<file path="config.mk">
export PLATFORM = sky130hd
export DESIGN_NAME = axis_splitter_tdest
export DESIGN_NICKNAME = d
export VERILOG_FILES = /design/src/rtl/axis_splitter_tdest.sv
export SDC_FILE = /design/constraint.sdc
export NUM_CORES = 1
export LEC_CHECK = 0
export CORE_AREA = 10 10 70 72
export DETAILED_ROUTE_END_ITERATION = 12
export DIE_AREA = 0 0 80 82
export GPL_TIMING_DRIVEN = 1
export PLACE_DENSITY = 0.81
export SLEW_MARGIN = 15
export SYNTH_ARGS = -nofsm -noshare
export SYNTH_HDL_FRONTEND = slang
export SYNTH_SLANG_ARGS = --single-unit
</file>
<file path="constraint.sdc">
create_clock -name clk -period 6.25 [get_ports clk]
set_input_delay 1.25 -clock clk [delete_from_list [all_inputs] [get_ports clk]]
set_output_delay 1.25 -clock clk [all_outputs]
set_load 0.02 [all_outputs]
</file>
<file path="src/rtl/axis_splitter_tdest.sv">
// AXI-Stream demultiplexer: routes whole packets to the output selected by the
// first-beat tdest, discards out-of-range packets and counts them.
module axis_splitter_tdest #(
  parameter int AXIS_BYTES     = 1,
  parameter int AXIS_USER_BITS = 1,
  parameter int NUM_STREAMS    = 2
) (
  input  logic                                  clk,
  input  logic                                  sreset,
  input  logic                                  enable,
  input  logic [8*AXIS_BYTES-1:0]               axis_i_tdata,
  input  logic [AXIS_BYTES-1:0]                 axis_i_tkeep,
  input  logic [AXIS_USER_BITS-1:0]             axis_i_tuser,
  input  logic [AXIS_BYTES-1:0]                 axis_i_tdest,
  input  logic                                  axis_i_tlast,
  input  logic                                  axis_i_tvalid,
  output logic                                  axis_i_tready,
  output logic [NUM_STREAMS*8*AXIS_BYTES-1:0]   axis_o_tdata,
  output logic [NUM_STREAMS*AXIS_BYTES-1:0]     axis_o_tkeep,
  output logic [NUM_STREAMS*AXIS_USER_BITS-1:0] axis_o_tuser,
  output logic [NUM_STREAMS*AXIS_BYTES-1:0]     axis_o_tdest,
  output logic [NUM_STREAMS-1:0]                axis_o_tlast,
  output logic [NUM_STREAMS-1:0]                axis_o_tvalid,
  input  logic [NUM_STREAMS-1:0]                axis_o_tready,
  output logic [15:0]                           drop_count
);

  localparam int          CTR_WIDTH     = (NUM_STREAMS == 1) ? 1 : $clog2(NUM_STREAMS);
  localparam logic [31:0] NUM_STREAMS_U = NUM_STREAMS;

  typedef enum logic [1:0] {
    IDLE,
    FORWARD,
    DROP
  } state_t;

  typedef struct packed {
    logic [8*AXIS_BYTES-1:0]   data;
    logic [AXIS_BYTES-1:0]     keep;
    logic [AXIS_USER_BITS-1:0] user;
    logic [AXIS_BYTES-1:0]     tdest;
    logic                      last;
    logic [CTR_WIDTH-1:0]      tag;
  } entry_t;

  state_t               state_q, state_d;
  logic [CTR_WIDTH-1:0] sel_q;
  logic [AXIS_BYTES-1:0] pkt_tdest_q;

  entry_t main_q, skid_q, in_entry;
  logic   main_valid_q, skid_valid_q;

  logic in_range;
  logic in_ready;
  logic push;
  logic first_drop;
  logic main_fire;

  assign in_range = 32'(axis_i_tdest) < NUM_STREAMS_U;

  // ---------------------------------------------------------------------------
  // Packet FSM: decides readiness and whether an accepted beat is buffered
  // ---------------------------------------------------------------------------
  // NOTE: every variable driven here gets a default first, so no path through
  // the case statement can leave one unassigned and infer a latch.
  always_comb begin
    state_d        = state_q;
    in_ready       = 1'b0;
    push           = 1'b0;
    first_drop     = 1'b0;
    in_entry.data  = axis_i_tdata;
    in_entry.keep  = axis_i_tkeep;
    in_entry.user  = axis_i_tuser;
    in_entry.tdest = pkt_tdest_q;
    in_entry.last  = axis_i_tlast;
    in_entry.tag   = sel_q;

    if (!sreset) begin
      case (state_q)
        IDLE: begin
          in_ready       = !skid_valid_q && enable;
          in_entry.tdest = axis_i_tdest;
          in_entry.tag   = CTR_WIDTH'(axis_i_tdest);
          if (axis_i_tvalid && in_ready) begin
            if (in_range) begin
              push = 1'b1;
              if (!axis_i_tlast) state_d = FORWARD;
            end else begin
              first_drop = 1'b1;
              if (!axis_i_tlast) state_d = DROP;
            end
          end
        end

        FORWARD: begin
          in_ready = !skid_valid_q;
          if (axis_i_tvalid && in_ready) begin
            push = 1'b1;
            if (axis_i_tlast) state_d = IDLE;
          end
        end

        DROP: begin
          // Discarded beats never touch the buffer, so back-pressure is irrelevant.
          in_ready = 1'b1;
          if (axis_i_tvalid && axis_i_tlast) state_d = IDLE;
        end

        default: state_d = IDLE;
      endcase
    end
  end

  assign axis_i_tready = in_ready;

  // ---------------------------------------------------------------------------
  // Output side: only the tagged stream sees tvalid, buses are shared
  // ---------------------------------------------------------------------------
  always_comb begin
    axis_o_tvalid = '0;
    for (int i = 0; i < NUM_STREAMS; i++) begin
      axis_o_tvalid[i] = main_valid_q && (main_q.tag == CTR_WIDTH'(i));
    end
  end

  assign main_fire    = |(axis_o_tvalid & axis_o_tready);
  assign axis_o_tdata = {NUM_STREAMS{main_q.data}};
  assign axis_o_tkeep = {NUM_STREAMS{main_q.keep}};
  assign axis_o_tuser = {NUM_STREAMS{main_q.user}};
  assign axis_o_tdest = {NUM_STREAMS{main_q.tdest}};
  assign axis_o_tlast = {NUM_STREAMS{main_q.last}};

  // ---------------------------------------------------------------------------
  // State, selection, drop counter and the main/skid buffer
  // ---------------------------------------------------------------------------
  // NOTE: sequential state is written with <= so every register samples the
  // pre-edge values of the others, independent of statement order.
  always_ff @(posedge clk) begin
    if (sreset) begin
      state_q      <= IDLE;
      sel_q        <= '0;
      pkt_tdest_q  <= '0;
      drop_count   <= '0;
      main_valid_q <= 1'b0;
      skid_valid_q <= 1'b0;
      // NOTE: buffer payloads are left unreset; only the flags that are visible
      // on the outputs (valid, last) need a known value.
      main_q.last  <= 1'b0;
      skid_q.last  <= 1'b0;
    end else begin
      state_q <= state_d;

      if (state_q == IDLE && push) begin
        sel_q       <= in_entry.tag;
        pkt_tdest_q <= axis_i_tdest;
      end

      if (first_drop && drop_count != 16'hFFFF) begin
        drop_count <= drop_count + 16'd1;
      end

      // Skid is only ever occupied while main is, and input is blocked while
      // skid is occupied, so push and skid_valid_q are never both set.
      if (!main_valid_q || main_fire) begin
        if (skid_valid_q) begin
          main_q       <= skid_q;
          main_valid_q <= 1'b1;
          skid_valid_q <= 1'b0;
        end else begin
          main_valid_q <= push;
          if (push) main_q <= in_entry;
        end
      end else if (push) begin
        skid_q       <= in_entry;
        skid_valid_q <= 1'b1;
      end
    end
  end

  a_skid_implies_main : assert property (
    @(posedge clk) disable iff (sreset) skid_valid_q |-> main_valid_q);

  a_output_stable : assert property (
    @(posedge clk) disable iff (sreset)
      (main_valid_q && !main_fire) |=> (main_valid_q && $stable(main_q)));

endmodule

</file>
# ---- Yosys cells after proc, flatten, opt, wreduce, memory -nomap -nowiden
# Index checks and enable logic that the tools add are counted.
dict set report word_totals {
  reg_bits 32
  input_bits 18
  out_inout_bits 43
  word_cells 64
}
dict set report classes {
  eq_ne 7
  mux 17
  bitwise 4
  n_reduce_logical 19
}
# operator count
set ops {}
lappend ops {{13-bit two-way mux} 2}
lappend ops {{2-bit two-way mux} 5}
lappend ops {{2-bit inequality test, second input constant} 5}
lappend ops {{1-bit logical AND} 7}
lappend ops {{1-bit two-way mux} 7}
lappend ops {{2-bit one-hot mux with 3 select lines} 1}
lappend ops {{3-bit AND reduction} 2}
lappend ops {{5-bit AND reduction} 1}
lappend ops {{2-bit AND reduction} 2}
lappend ops {{2-bit OR reduction} 2}
lappend ops {{1-bit inverter} 3}
lappend ops {{1-bit one-hot mux with 3 select lines} 1}
lappend ops {{2-bit AND} 1}
lappend ops {{2-bit by 1-bit equality test with 1-bit output, second input constant} 1}
lappend ops {{2-bit equality test, second input constant} 1}
lappend ops {{1-bit zero test} 2}
lappend ops {{2-bit zero test} 1}
lappend ops {{1-bit one-hot mux with 2 select lines} 1}
lappend ops {{2-bit nonzero test} 1}
lappend ops {{1-bit logical OR} 1}

# ---- Longest topological paths before layout
dict set report depth {
  word_depth 8
  depth_mapped 3
  ltp_nobuf 3
}

# ---- Least setup slack after synthesis
# OpenSTA, ideal clock, no wires.
dict set report synth_path {
  kind {input to output}
  from {in sreset}
  to {out axis_i_tready}
  arrival_ns 1.935
  required_ns 5.000
  path_slack_ns 3.065
  cell_stages 2
  path_buffers 1
  cell_sequence {clkbuf_1 nor3_1}
}
dict set report synth_between {
  elab_chain_cells 1
}
# item line_no
set synth_lines {}
lappend synth_lines {{from (decl)} 9} ;# input logic sreset,
lappend synth_lines {{1-bit two-way mux} 78} ;# if (!sreset) begin
lappend synth_lines {{to (decl)} 17} ;# output logic axis_i_tready,
# No other way between the ends.

# ---- Worst setup path in the final report
# Ends and elaborated chain as after synthesis.

==> qor.txt <==
Run status: completed
Post-route setup slack: 2.25 ns
Fraction of post-synthesis cell area in the top cell type by area: 46.3%
Area growth from synthesis to layout: 19.4%
Top cell types by occurrence after synthesis: 40 x buf_4, 24 x edfxtp_1, 12 x mux2_2
Quantity of gates resized following cts: 0
Net Sw Power: 0.100 mW
Critical Path Source Type: input pin
Top achievable clock speed: 250 MHz
Worst Path Required: 5.00 ns
Full die area: 6560 µm²
Top cell type by total area after synthesis: edfxtp_1
Final Util: 51.9%
Non-filler instance count after layout: 196
Max-Cap Viols: 0
Post-route antenna net violation count: 0
Final hold vios: 0
Worst clock skew: 0.0163 ns
Aggregate routed wire length: 2.90 mm
Cell depth of the worst hold path: 2
RSZ-0062 raised after global routing: false
Number of buffers inserted by hold repair at cts: 0
Leading cell type by number of instances after synthesis: buf_4
Clock tree from TritonCTS: built
Deepest clock path buffer count: 2
Die Width: 80 µm
Instance count of the mapped netlist: 123
Fraction of final layout cells with drive strength greater than 1: 14.2%
Comb power frac: 15.1%
Post-Syn Area: 1560 µm²
Cell chosen for the clock root: clkbuf_4
Final weighted congestion in routability-driven placement: 0.707
Post-synth EDFFs: 24
Vias in the first global route: 897
H-tree lvl count: 2
Final number of setup-violating endpoints: 0
Mean area per synthesized cell: 12.7 µm²
Post-CTS setup repair buffer count: 0
Part of the total power dissipated in sequential elements: 57.7%
Number of pins exceeding their max-slew limit in the final report: 0
Num ports: 61
Clock Sink Count: 31
Total number of placement rows: 22
Internal power component: 0.301 mW
Area of the placeable core: 3580 µm²
Share of the clock period used by the worst path after layout: 64.0%
DRC violation count after routing: 0
Clock transition at the registers of the reported paths: 0.08 ns
Tightest Hold Check Type: reg2reg
Power per standard cell area: 216 nW/µm²
Post-layout total power: 0.402 mW
Maximum number of pins on one net before global-route repair: 16
Placed Cells incl. Taps: 188
Remaining global-route overflow: 0
Synth cell types: 25
Slew at the pin closest to its max-slew limit: 1.06 ns
Register bit total from synthesis: 31
Top_reg_cell synth: edfxtp_1
Global Route Usage Sum: 9.06%
Final layout net count: 165
Register area share after synthesis: 55.3%
Min Clock Period, post-route: 4.00 ns
Clk pwr share: 27.2%
Die Height: 82 µm
Number of antenna violations at the first check in global routing: 0
Synth async-reset ratio: 0%
Cell types with the largest area share after synthesis: edfxtp_1 46%, buf_4 19%, dfxtp_1 9.0%
Total Negative Setup Slacks: 0 ns
Pre-CTS worst setup slack: 2.24 ns
Post-detailed-route via-to-cell ratio: 4.44
Initial Util: 43.5%
Nature of the critical path endpoint: output pin
Crit path DAT: 2.75 ns
Switching power as a share of total power: 25.0%
Depth of the worst register-to-register path: 3
Highest fanout seen on the critical path: 12
Number of buffers created by CTS: 5
Critical path class: in2out
Detailed Routing Iterations Pass 1: 4
Average wire per cell in the routed design: 14.8 µm
Number of input and output port buffers inserted: 44
Clock Latency Late Sink: 0.33 ns
Leakage power of the design: 0.660 nW
Total via count in the routed design: 871
Max-slew headroom at the worst pin: 29.3%
DRC violation total after the first TritonRoute iteration: 80
Global-route wire length before repair: 4.51 mm
IR Drop Worst-Case VDD: 84.4 µV
Synthesis warning total: 0
N_diodes: 0
HPWL Detailed: 2.27 mm
-- path summary, 6_finish.rpt --
| path | endpoint | slack (ns) | from |
|---|---|---|---|
| setup / recovery | axis_i_tready | 2.25 | sreset |
| setup reg to reg | skid_q[9] | 3.85 | skid_valid_q |
| hold / removal | skid_q[1] | 0.49 | skid_q[1] |
| hold reg to reg | skid_q[1] | 0.49 | skid_q[1] |
-- cell usage in the layout (no fill, tap or decap), drive strengths merged --
cell / count
o21ai: 1
clkbuf: 8
nor2b: 2
nand2: 6
dfxtp: 7
and4bb: 1
a211oi: 1
clkdlybuf4s50: 44
nand2b: 4
nor2: 5
a21oi: 2
mux2i: 5
edfxtp: 24
inv: 2
nor4b: 1
mux2: 13
and2: 2
nor3: 2
conb: 16
or3: 1
a22oi: 1
-- sequential cells by signal, indices dropped and copies added (netlist names) --
| register | flops |
|---|---|
| skid_valid_q | 1 |
| skid_q | 13 |
| state_q | 1 |
| sel_q | 1 |
| main_q | 1 |
| axis_o_tdata | 8 |
| axis_o_tkeep | 1 |
| axis_o_tlast | 1 |
| pkt_tdest_q | 1 |
| axis_o_tdest | 1 |
| main_valid_q | 1 |
| axis_o_tuser | 1 |
-- routing by layer --
layer / vias up / wire length [µm] / track usage, %
met1: 401 / 1070 / 9.21
li1: 418 / - / -
met5: - / 0 / 0
met4: 0 / 38 / 3.17
met3: 6 / 415 / 6.33
met2: 46 / 1370 / 14.5
-- critical path: stages --
cell	delay, ns
clkdlybuf4s50_1	0.60
nor3_1	0.25
clkdlybuf4s50_1	0.65
-- cell type report --
| type | instances | area (µm²) |
|---|---|---|
| sequential | 31 | 861 |
| multi-input combinational | 63 | 440 |
| inverter | 2 | 7.51 |
| tap | 48 | 60.1 |
| fill | 326 | 1720 |
| clock buffer | 8 | 48.8 |
| timing repair buffer | 44 | 440 |
-- power by group through the flow --
stage | Clock (mW) | Sequential (mW) | Combinational [mW]
6_report | 0.109 | 0.232 | 0.0608
2_1_floorplan | 0 | 0.235 | 0.0480
3_5_place_dp | 0 | 0.236 | 0.0610
3_3_place_gp | 0 | 0.236 | 0.0594
4_1_cts | 0.113 | 0.232 | 0.0612
5_1_grt | 0.124 | 0.233 | 0.0654
-- stage by stage --
step           hold slack (ns)  instance area (µm²)
3_3_place_gp             0.464                 1810
6_report                 0.495                 1860
5_1_grt                  0.526                 1860
2_1_floorplan            0.449                 1610
4_1_cts                  0.500                 1860
3_5_place_dp             0.482                 1810
-- logic make-up after synthesis --
| group | count (synthesis) | synth area share (%) |
|---|---|---|
| muxes | 18 | 12.9 |
| and+or+nand+nor | 24 | 9.32 |
| DFF | 31 | 55.3 |
| AOI/OAI and AO/OA | 5 | 1.93 |
| buffers and inverters | 44 | 20.3 |
| other | 1 | 0.241 |
No activity file was read; power rests on OpenSTA's default activity.
